File: src/rtl/sdram_burst_scheduler.sv
// Arbitrates camera-write and VGA-read bursts to one SDRAM controller.
// Frame-start pulses switch the ping-pong banks between bursts.
module sdram_burst_scheduler #(
    parameter int BURST_LEN     = 256,
    parameter int FRAME_WORDS   = 786432,
    parameter int RD_LOW_WM     = 256,
    parameter int WR_STARVE_MAX = 4
) (
    input  logic        clk_in,
    input  logic        rst_n,
    input  logic [9:0]  wr_fifo_level,
    input  logic [9:0]  rd_fifo_level,
    input  logic        wr_frame_start,
    input  logic        rd_frame_start,
    output logic        mem_req,
    output logic        mem_wr,
    output logic [22:0] mem_addr,
    input  logic        mem_ack,
    input  logic        mem_done,
    output logic        wr_grant,
    output logic        rd_grant
);
    localparam int SW = $clog2(WR_STARVE_MAX + 1);
    localparam logic [SW-1:0] STARVE_MAX = SW'(WR_STARVE_MAX);
    localparam logic [10:0]   RD_WM      = 11'(RD_LOW_WM);
    localparam logic [10:0]   BURST_11   = 11'(BURST_LEN);
    localparam logic [22:0]   BURST_23   = 23'(BURST_LEN);
    localparam logic [22:0]   FRAME_23   = 23'(FRAME_WORDS);

    typedef enum logic [1:0] {IDLE, REQ, BUSY} state_t;

    state_t          state_q, state_d;
    logic            req_d, wr_d, wgnt_d, rgnt_d;
    logic [22:0]     addr_d;
    logic [21:0]     wr_off_q, wr_off_d, rd_off_q, rd_off_d;
    logic            wr_bank_q, wr_bank_d, rd_bank_q, rd_bank_d;
    logic            wr_pend_q, wr_pend_d, rd_pend_q, rd_pend_d;
    logic [SW-1:0]   starve_q, starve_d;
    logic            wr_apply, rd_apply;
    logic            rd_need, wr_need;
    logic [22:0]     wr_off_inc, rd_off_inc;
    logic [21:0]     wr_off_next, rd_off_next;

    assign rd_need = ({1'b0, rd_fifo_level} < RD_WM);
    assign wr_need = ({1'b0, wr_fifo_level} >= BURST_11);

    // Offsets wrap to the start of the frame once the next burst would not fit
    assign wr_off_inc  = {1'b0, wr_off_q} + BURST_23;
    assign rd_off_inc  = {1'b0, rd_off_q} + BURST_23;
    assign wr_off_next = (wr_off_inc >= FRAME_23) ? '0 : wr_off_inc[21:0];
    assign rd_off_next = (rd_off_inc >= FRAME_23) ? '0 : rd_off_inc[21:0];

    always_comb begin
        state_d   = state_q;
        req_d     = mem_req;
        wr_d      = mem_wr;
        addr_d    = mem_addr;
        wgnt_d    = wr_grant;
        rgnt_d    = rd_grant;
        wr_off_d  = wr_off_q;
        rd_off_d  = rd_off_q;
        wr_bank_d = wr_bank_q;
        rd_bank_d = rd_bank_q;
        wr_pend_d = wr_pend_q;
        rd_pend_d = rd_pend_q;
        starve_d  = starve_q;
        wr_apply  = 1'b0;
        rd_apply  = 1'b0;

        case (state_q)
            IDLE: begin
                // A pending frame start consumes the whole IDLE cycle; write side first
                if (wr_pend_q) begin
                    wr_apply  = 1'b1;
                    wr_bank_d = ~wr_bank_q;
                    wr_off_d  = '0;
                    wr_pend_d = 1'b0;
                end else if (rd_pend_q) begin
                    rd_apply  = 1'b1;
                    rd_bank_d = ~wr_bank_q;
                    rd_off_d  = '0;
                    rd_pend_d = 1'b0;
                end else if (rd_need && (!wr_need || starve_q != STARVE_MAX)) begin
                    state_d = REQ;
                    req_d   = 1'b1;
                    wr_d    = 1'b0;
                    addr_d  = {rd_bank_q, rd_off_q};
                    rgnt_d  = 1'b1;
                    if (wr_need && starve_q != STARVE_MAX)
                        starve_d = starve_q + SW'(1);
                end else if (wr_need) begin
                    state_d  = REQ;
                    req_d    = 1'b1;
                    wr_d     = 1'b1;
                    addr_d   = {wr_bank_q, wr_off_q};
                    wgnt_d   = 1'b1;
                    starve_d = '0;
                end
            end
            REQ: begin
                if (mem_ack) begin
                    state_d = BUSY;
                    req_d   = 1'b0;
                end
            end
            BUSY: begin
                if (mem_done) begin
                    state_d = IDLE;
                    wgnt_d  = 1'b0;
                    rgnt_d  = 1'b0;
                    if (wr_grant)
                        wr_off_d = wr_off_next;
                    else
                        rd_off_d = rd_off_next;
                end
            end
            default: state_d = IDLE;
        endcase

        // A pulse landing in the cycle its flag is applied counts as already served
        if (wr_frame_start && !wr_apply)
            wr_pend_d = 1'b1;
        if (rd_frame_start && !rd_apply)
            rd_pend_d = 1'b1;
    end

    always_ff @(posedge clk_in or negedge rst_n) begin
        if (!rst_n) begin
            state_q   <= IDLE;
            mem_req   <= 1'b0;
            mem_wr    <= 1'b0;
            mem_addr  <= '0;
            wr_grant  <= 1'b0;
            rd_grant  <= 1'b0;
            wr_off_q  <= '0;
            rd_off_q  <= '0;
            wr_bank_q <= 1'b0;
            rd_bank_q <= 1'b1;
            wr_pend_q <= 1'b0;
            rd_pend_q <= 1'b0;
            starve_q  <= '0;
        end else begin
            state_q   <= state_d;
            mem_req   <= req_d;
            mem_wr    <= wr_d;
            mem_addr  <= addr_d;
            wr_grant  <= wgnt_d;
            rd_grant  <= rgnt_d;
            wr_off_q  <= wr_off_d;
            rd_off_q  <= rd_off_d;
            wr_bank_q <= wr_bank_d;
            rd_bank_q <= rd_bank_d;
            wr_pend_q <= wr_pend_d;
            rd_pend_q <= rd_pend_d;
            starve_q  <= starve_d;
        end
    end
endmodule

File: config.mk
export PLATFORM = sky130hd
export DESIGN_NAME = sdram_burst_scheduler
export DESIGN_NICKNAME = d
export VERILOG_FILES = /design/src/rtl/sdram_burst_scheduler.sv
export SDC_FILE = /design/constraint.sdc
export NUM_CORES = 1
export LEC_CHECK = 0
export CAP_MARGIN = 5
export CELL_PAD_IN_SITES_DETAIL_PLACEMENT = 0
export CELL_PAD_IN_SITES_GLOBAL_PLACEMENT = 1
export CORE_MARGIN = 2
export CORE_UTILIZATION = 36
export CTS_BUF_LIST = sky130_fd_sc_hd__clkbuf_4 sky130_fd_sc_hd__clkbuf_8 sky130_fd_sc_hd__clkbuf_16
export CTS_CLUSTER_DIAMETER = 30
export DETAILED_ROUTE_END_ITERATION = 10
export PLACE_DENSITY_LB_ADDON = 0.1
export SKIP_CTS_REPAIR_TIMING = 1
export SLEW_MARGIN = 30
export SYNTH_ARGS = -nofsm -noshare
export SYNTH_HDL_FRONTEND = slang
export SYNTH_SLANG_ARGS = --single-unit
File: constraint.sdc
create_clock -name clk_in -period 2.3 [get_ports clk_in]
set_input_delay 0.345 -clock clk_in [delete_from_list [all_inputs] [get_ports clk_in]]
set_output_delay 0.345 -clock clk_in [all_outputs]
set_load 0.01 [all_outputs]
==> results.txt, run 1 <==
status = complete, no violations
Slowest-stage cell, CP = a311oi_4
part of the power in registers = 40.7%
largest net degree at the start of global routing = 57
Slew Limit Fails = 0
Synth Flop Type = dfrtp_1
worst min-delay path class = input port to async pin
H-tree levels = 2
fraction of registers with async set/reset = 100.0%
unrepaired setup endpoints after global routing = no
Compound-Gate Fraction of Synth Area = 19.36%
Finished Cell Area = 3730 um2
Bufs on Longest Clock Path = 2
CTS tree = done
CTS clk-pin slew, worst paths = 0.10 ns
Int Power = 2.073 mW
Yosys warning total = 0
post-synthesis adder-cell area fraction = 2.476%
mux contribution to synthesized area = 3.673%
Synth Area per Inst = 8.996 um2
nets@finish = 419
met1 WL = 3.660 mm
combinational share of power = 38.5%
R2R Path Start = wr_off_q[8]
grt total ovfl = 0
Buffers on Ports = 28
max incr delay on CP = 0.42 ns
final setup fails = 0
EDFF count, synth = 0
Critical Path End Type = register
Synth Area in XOR/XNOR = 0.5778%
arrival time worst endpoint = 2.43 ns
Pwr Density = 860.0 nW/um2
routability cong. = 0.8350
Synth Instances = 337
setup_tns = 0 ns
Critical Path Source Type = register
initial cell density of the core = 37.08%
CP Cell Sequence = ha_1, nand2_1, a211o_1, a311oi_4, o211ai_4, or4_1, o211ai_1
Die Height = 95.77 um
sequential fraction of the synthesis area = 46.26%
diodes inserted = 0
fin crit period = 2.187 ns
crit path to = wr_off_q[16]
Hold Vio Cnt, Final = 0
met2 routed WL = 3.393 mm
vias in the first global route = 2382
Post-Route WL = 7.360 mm
core area = 8175 um2
CP max FO = 5
metal3 WL = 191 um
Post-DRT Antenna Nets = 0
drt drc = 0
Slew HR = 66.94%
Peak VDD IR = 0.4255 mV
final worst path period share = 95.08%
initial antenna violation count = 0
CP startpoint = wr_off_q[8]
Crit Reg-Reg Endpoint = wr_off_q[16]
width of the die = 95.77 um
Synth Area in Simple Gates = 21.50%
synth unique cells = 55
CTS sink cnt = 56
Vias = 2593
Worst-Margin Slew = 0.4930 ns
largest family of logic cells by synthesized area = simple AND/OR/NAND/NOR gates
fmax = 457.3 MHz
Worst-Skew Late Latency = 0.31 ns
Avg WL per Cell = 14.93 um
CP required = 2.54 ns
r2r setup slk = 0.11 ns
area grow syn2layout = 23.03%
worst hold slack = 0.005298 ns
hpwl dp = 5.283 mm
Crit Path Category = register to register
row count = 33
clock root buffer = clkbuf_8
Via density = 5.260
max-cap viol count = 0
Clock Power Share = 20.8%
DRT iter0 DRCs = 157
Leak = 1.597 nW
clock skew = 0.009709 ns
Synth Cell Area = 3032 um2
drt pass-1 iters = 4
Tot GR Track Use = 17.26%
TritonCTS Buffers = 5
layout cells sized above 1 = 14.18%
Top Ports = 53
full die area = 9171 um2
Register-to-Register Path Depth = 7
#FFs+latches synth = 56
switching part of the total power = 35.37%
Overall Power = 3.208 mW
placed cell area = 3611 um2
Top Layer Used = met4
P_sw = 1.135 mW
global-route wire length before repair = 12.05 mm
## state kept, by name, summed over array words and instances (netlist names)
| register | cells |
|---|---|
| mem_addr | 15 |
| mem_req | 1 |
| mem_wr | 1 |
| rd_bank_q | 1 |
| rd_grant | 1 |
| rd_off_q | 14 |
| rd_pend_q | 1 |
| starve_q | 3 |
| state_q | 2 |
| wr_bank_q | 1 |
| wr_grant | 1 |
| wr_off_q | 14 |
| wr_pend_q | 1 |
## critical path: cells and delay by family (launching register included)
family                     cells  cell delay (ns)
and+or+nand+nor                2             0.55
AOI/OAI and AO/OA              4             0.99
adders and majority gates      1             0.22
DFF                            1             0.36
## power groups by stage
| stage | clock network (mW) | logic [mW] | registers, mW |
|---|---|---|---|
| after floorplan | 0 | 0.664 | 1.34 |
| after global placement | 0 | 1.25 | 1.32 |
| after detailed placement | 0 | 1.25 | 1.33 |
| after CTS | 0.686 | 1.26 | 1.31 |
| after global routing | 0.728 | 1.38 | 1.34 |
| final | 0.667 | 1.24 | 1.31 |
## how the worst min path moves through the flow
stage | end | slack [ns] | depth (start not counted)
finish | mem_addr[13] | 0.005 | 2
global route | mem_addr[13] | 0.03 | 2
CTS | mem_addr[16] | 0.03 | 2
detailed placement | rd_off_q[9] | 0.38 | 2
global placement | mem_addr[9] | 0.38 | 2
floorplan | mem_addr[10] | 0.05 | 0
## kinds of logic (layout without fill, tap and decap cells)
family | Yosys count | after routing
other | 1 | 8
AO/OA/AOI/OAI | 89 | 89
AND/OR/NAND/NOR | 133 | 133
flip-flops | 56 | 56
buffers and inverters | 39 | 83
XOR/XNOR | 2 | 2
adder cells (fa/ha/maj) | 6 | 6
multiplexers | 11 | 11
## layout by cell type, fill, tap and decap left out, types with 2 or more instances in the layout
| master | n |
|---|---|
| o21a_1 | 2 |
| inv_1 | 14 |
| or2_2 | 4 |
| nand4_1 | 7 |
| nor4_1 | 8 |
| or3_1 | 5 |
| nor2_1 | 23 |
| buf_4 | 31 |
| nor3_1 | 5 |
| a21oi_1 | 20 |
| nand3_1 | 12 |
| mux2i_1 | 10 |
| o22ai_1 | 7 |
| conb_1 | 8 |
| ha_1 | 6 |
| nand2_1 | 52 |
| nand2b_1 | 2 |
| a2bb2oi_1 | 2 |
| a21o_1 | 4 |
| o21ai_1 | 6 |
| o211ai_1 | 2 |
| clkbuf_8 | 5 |
| dfrtp_1 | 55 |
| nor3b_1 | 3 |
| o311ai_1 | 2 |
| o31ai_1 | 3 |
| a211o_1 | 3 |
| clkdlybuf4s50_1 | 27 |
| a211oi_1 | 2 |
| a31oi_1 | 2 |
| buf_12 | 2 |
| o21ai_0 | 24 |
| and2_1 | 4 |
## layout make-up
class                           instances  area [um2]
Inverter                               14       52.55
Clock buffer                            6       76.32
Timing Repair Buffer                   61       548.0
Sequential cell                        56        1403
Multi-Input combinational cell        249        1484
Clock inverter                          2       35.03
Tap cell                              105       131.4
Fill cell                             833        4446
## cell usage after synthesis, drive strengths merged (2+ instances only)
library cell  number  share of area, %
o211ai             3               1.2
mux2i             10               3.3
dfrtp             55                45
nand3             12               2.0
o21a               2              0.50
o21ai             31               5.1
nand4              8               1.9
ha                 6               2.5
o22ai              7               1.4
a211o              3              0.87
a21o               4              0.99
a211oi             3              0.91
a31oi              2              0.41
clkbuf            12               1.5
nor3b              3              0.74
and2               4              0.83
inv               14               1.7
nand2             52               6.4
nor2              23               2.8
nor4               9               2.1
nand2b             2              0.41
a2bb2oi            2              0.58
or2                4              0.83
o31ai              3              0.74
o311ai             2              0.58
a21oi             20               3.3
nor3               5              0.83
or3                5               1.0
buf               13               2.8
## per-layer routing
layer | up-vias | GRT usage [%]
li1 | 1285 | -
met1 | 1256 | 24.96
met2 | 41 | 26.81
met3 | 11 | 2.819
met4 | 0 | 4.762
met5 | - | 0
## metrics by stage
stage	std cells	setup WS, ns	utilization, %
CTS	493	0.1171	45.53
global placement	485	0.1562	44.17
floorplan	344	0.1692	-
global route	493	0.002832	45.62
finish	493	0.1131	45.62
detailed placement	485	0.1357	44.17
Note: power is estimated with default switching activity, not from simulation.
==> run 2: changes to the inputs <==
--- a/config.mk
+++ b/config.mk
@@ -5,14 +5,14 @@
 export SDC_FILE = /design/constraint.sdc
 export NUM_CORES = 1
 export LEC_CHECK = 0
-export CAP_MARGIN = 5
 export CELL_PAD_IN_SITES_DETAIL_PLACEMENT = 0
 export CELL_PAD_IN_SITES_GLOBAL_PLACEMENT = 1
-export CORE_MARGIN = 2
+export CORE_MARGIN = 1.5
 export CORE_UTILIZATION = 36
 export CTS_BUF_LIST = sky130_fd_sc_hd__clkbuf_4 sky130_fd_sc_hd__clkbuf_8 sky130_fd_sc_hd__clkbuf_16
 export CTS_CLUSTER_DIAMETER = 30
 export DETAILED_ROUTE_END_ITERATION = 10
+export HOLD_SLACK_MARGIN = 0.15
 export PLACE_DENSITY_LB_ADDON = 0.1
 export SKIP_CTS_REPAIR_TIMING = 1
 export SLEW_MARGIN = 30
==> run 2 against run 1 <==
Clock skew rose by 0.0019 ns. Count of clock-buffer cells in the layout grew 2. Total power decreased by 1.2%. Critical path depth unchanged. Via count fell by 2.3%. Core utilization up 0.092 points. Die area down 2.1%. Global-route usage grew 0.33 points. Combinational power barely moved. Sequential cell count unchanged. Design area increased by 0.20%. Register-to-register slack improved by 0.02 ns. Largest power group unchanged.
==> results.txt, run 2 (same netlist as run 1, synthesis figures left out) <==
status = complete, no violations (unchanged)
CTS tree = done (unchanged)
Worst-Skew Late Latency = 0.31 ns (about the same)
combinational share of power = 39.8% (was 38.5%)
full die area = 8980 um2 (was 9171 um2)
most common cell after layout, fill and taps aside = dfrtp_1 (unchanged)
initial cell density of the core = 37.08% (unchanged)
max FFs per register = 15 (unchanged)
Post-DRT Antenna Nets = 0 (unchanged)
H-tree levels = 2 (unchanged)
P_sw = 1.123 mW (was 1.135 mW)
Bufs on Longest Clock Path = 2 (unchanged)
DRT iter0 DRCs = 119 (was 157)
worst min-delay path class = register to register (was input port to async pin)
hpwl dp = 5.340 mm (was 5.283 mm)
width of the die = 94.77 um (was 95.77 um)
Top reg by flops = mem_addr (unchanged)
post-layout util = 45.71% (was 45.62%)
max-cap viol count = 0 (unchanged)
Register-to-Register Path Depth = 7 (unchanged)
drt drc = 0 (unchanged)
final setup fails = 0 (unchanged)
placed insts = 485 (unchanged)
largest registers = mem_addr: 15 flops, rd_off_q: 14 flops, wr_off_q: 14 flops (unchanged)
max incr delay on CP = 0.40 ns (was 0.42 ns)
Critical Path End Type = register (unchanged)
TritonCTS Buffers = 5 (unchanged)
Tot GR Track Use = 17.59% (was 17.26%)
CP Cell Sequence = ha_1, nand2_1, a211o_1, a311oi_4, o211ai_4, or4_1, o211ai_1 (unchanged)
Critical Path Source Type = register (unchanged)
CTS clk-pin slew, worst paths = 0.09 ns (was 0.10 ns)
Hold Vio Cnt, Final = 0 (unchanged)
clock root buffer = clkbuf_8 (unchanged)
Slew Limit Fails = 0 (unchanged)
Slowest-stage cell, CP = a311oi_4 (unchanged)
Fillers = 826 (was 833)
nets@finish = 420 (was 419)
Avg WL per Cell = 14.84 um (was 14.93 um)
part of the power in registers = 41.0% (was 40.7%)
layout cells sized above 1 = 14.40% (was 14.18%)
Crit Path Category = register to register (unchanged)
arrival time worst endpoint = 2.39 ns (was 2.43 ns)
grt total ovfl = 0 (unchanged)
largest net degree at the start of global routing = 34 (was 57)
CP required = 2.53 ns (was 2.54 ns)
diodes inserted = 0 (unchanged)
switching part of the total power = 35.43% (was 35.37%)
Die Height = 94.77 um (was 95.77 um)
Int Power = 2.046 mW (was 2.073 mW)
clock skew = 0.01159 ns (was 0.009709 ns)
drt pass-1 iters = 4 (unchanged)
vias in the first global route = 2371 (was 2382)
Clock Power Share = 19.1% (was 20.8%)
most frequent cells in the layout = 55 x dfrtp_1, 52 x nand2_1, 31 x buf_4, 27 x clkdlybuf4s50_1, 24 x o21ai_0 (unchanged)
initial antenna violation count = 0 (unchanged)
Leak = 1.594 nW (was 1.597 nW)
fin crit period = 2.162 ns (was 2.187 ns)
Post-Route WL = 7.330 mm (was 7.360 mm)
row count = 33 (unchanged)
final worst path period share = 94.01% (was 95.08%)
global-route wire length before repair = 12.11 mm (was 12.05 mm)
core area = 8175 um2 (unchanged)
non-filler cells, final = 494 (was 493)
Pwr Density = 847.8 nW/um2 (was 860.0 nW/um2)
area grow syn2layout = 23.28% (was 23.03%)
hold path cells = 1
Peak VDD IR = 0.3519 mV (was 0.4255 mV)
Worst-Margin Slew = 0.6258 ns (was 0.4930 ns)
Vias = 2533 (was 2593)
CTS sink cnt = 56 (unchanged)
routability cong. = 0.7810 (was 0.8350)
Top Ports = 53 (unchanged)
Buffers on Ports = 28 (unchanged)
Via density = 5.128 (was 5.260)
Slew HR = 58.28% (was 66.94%)
CP max FO = 5 (unchanged)
fmax = 462.5 MHz (was 457.3 MHz)
==> run 2: cell types whose count changed in the layout (fill, tap and decap cells not counted), sizes merged <==
cell         before  now
dlygate4sd3       0    1
clkbuf            6    8
bufinv            1    0
clkinv            1    0
==> run 2: per-layer routing <==
| metal | share of wire (%) | GRT usage (%) |
|---|---|---|
| met5 | 0 | 0 |
| met3 | 2.5 | 2.979 |
| met1 | 51 | 25.45 |
| met4 | 1.1 | 4.851 |
| met2 | 46 | 26.90 |
==> run 2: metrics by stage <==
| step | area, um2 | TNS [ns] | hold WS [ns] | total power, mW | setup WS [ns] |
|---|---|---|---|---|---|
| after floorplan | 3058 | 0 | 0.04941 | 1.999 | 0.1692 |
| after global placement | 3611 | 0 | 0.4011 | 2.592 | 0.1701 |
| after detailed placement | 3611 | 0 | 0.4020 | 2.601 | 0.1305 |
| after CTS | 3715 | 0 | 0.04833 | 3.224 | 0.1201 |
| after global routing | 3737 | -0.01913 | 0.5061 | 3.403 | -0.01130 |
| final | 3737 | 0 | 0.4828 | 3.168 | 0.1377 |
==> run 2: cell type report <==
cell class	count	area, um2	share of cell area, %
inverter	14	52.55	1.406
multi-input combinational	249	1489	39.84
tap	105	131.4	3.515
timing repair buffer	62	558.0	14.93
sequential	56	1403	37.53
clock buffer	8	103.9	2.779
==> run 2: power groups by stage <==
stage | Clock, mW | Sequential [mW] | Combinational, mW
detailed placement | 0 | 1.32 | 1.28
floorplan | 0 | 1.34 | 0.664
global route | 0.667 | 1.33 | 1.41
finish | 0.606 | 1.30 | 1.26
global placement | 0 | 1.32 | 1.27
CTS | 0.635 | 1.30 | 1.29
==> run 2: path summary, 6_finish.rpt <==
path | slack [ns] | endpoint | from
hold reg to reg | 0.48 | rd_bank_q | wr_bank_q
setup / recovery | 0.14 | wr_off_q[16] | wr_off_q[8]
setup reg to reg | 0.14 | wr_off_q[16] | wr_off_q[8]
max in group asynchronous | 1.06 | rd_bank_q | rst_n
min in group asynchronous | 0.57 | rd_off_q[8] | rst_n
hold / removal | 0.48 | rd_bank_q | wr_bank_q
==> run 2: critical path: cells and delay by family (launching register included) <==
| family | cells | cell delay, ns |
|---|---|---|
| compound gates | 4 | 0.98 |
| fa+ha+maj | 1 | 0.22 |
| simple gates | 2 | 0.53 |
| flops | 1 | 0.36 |
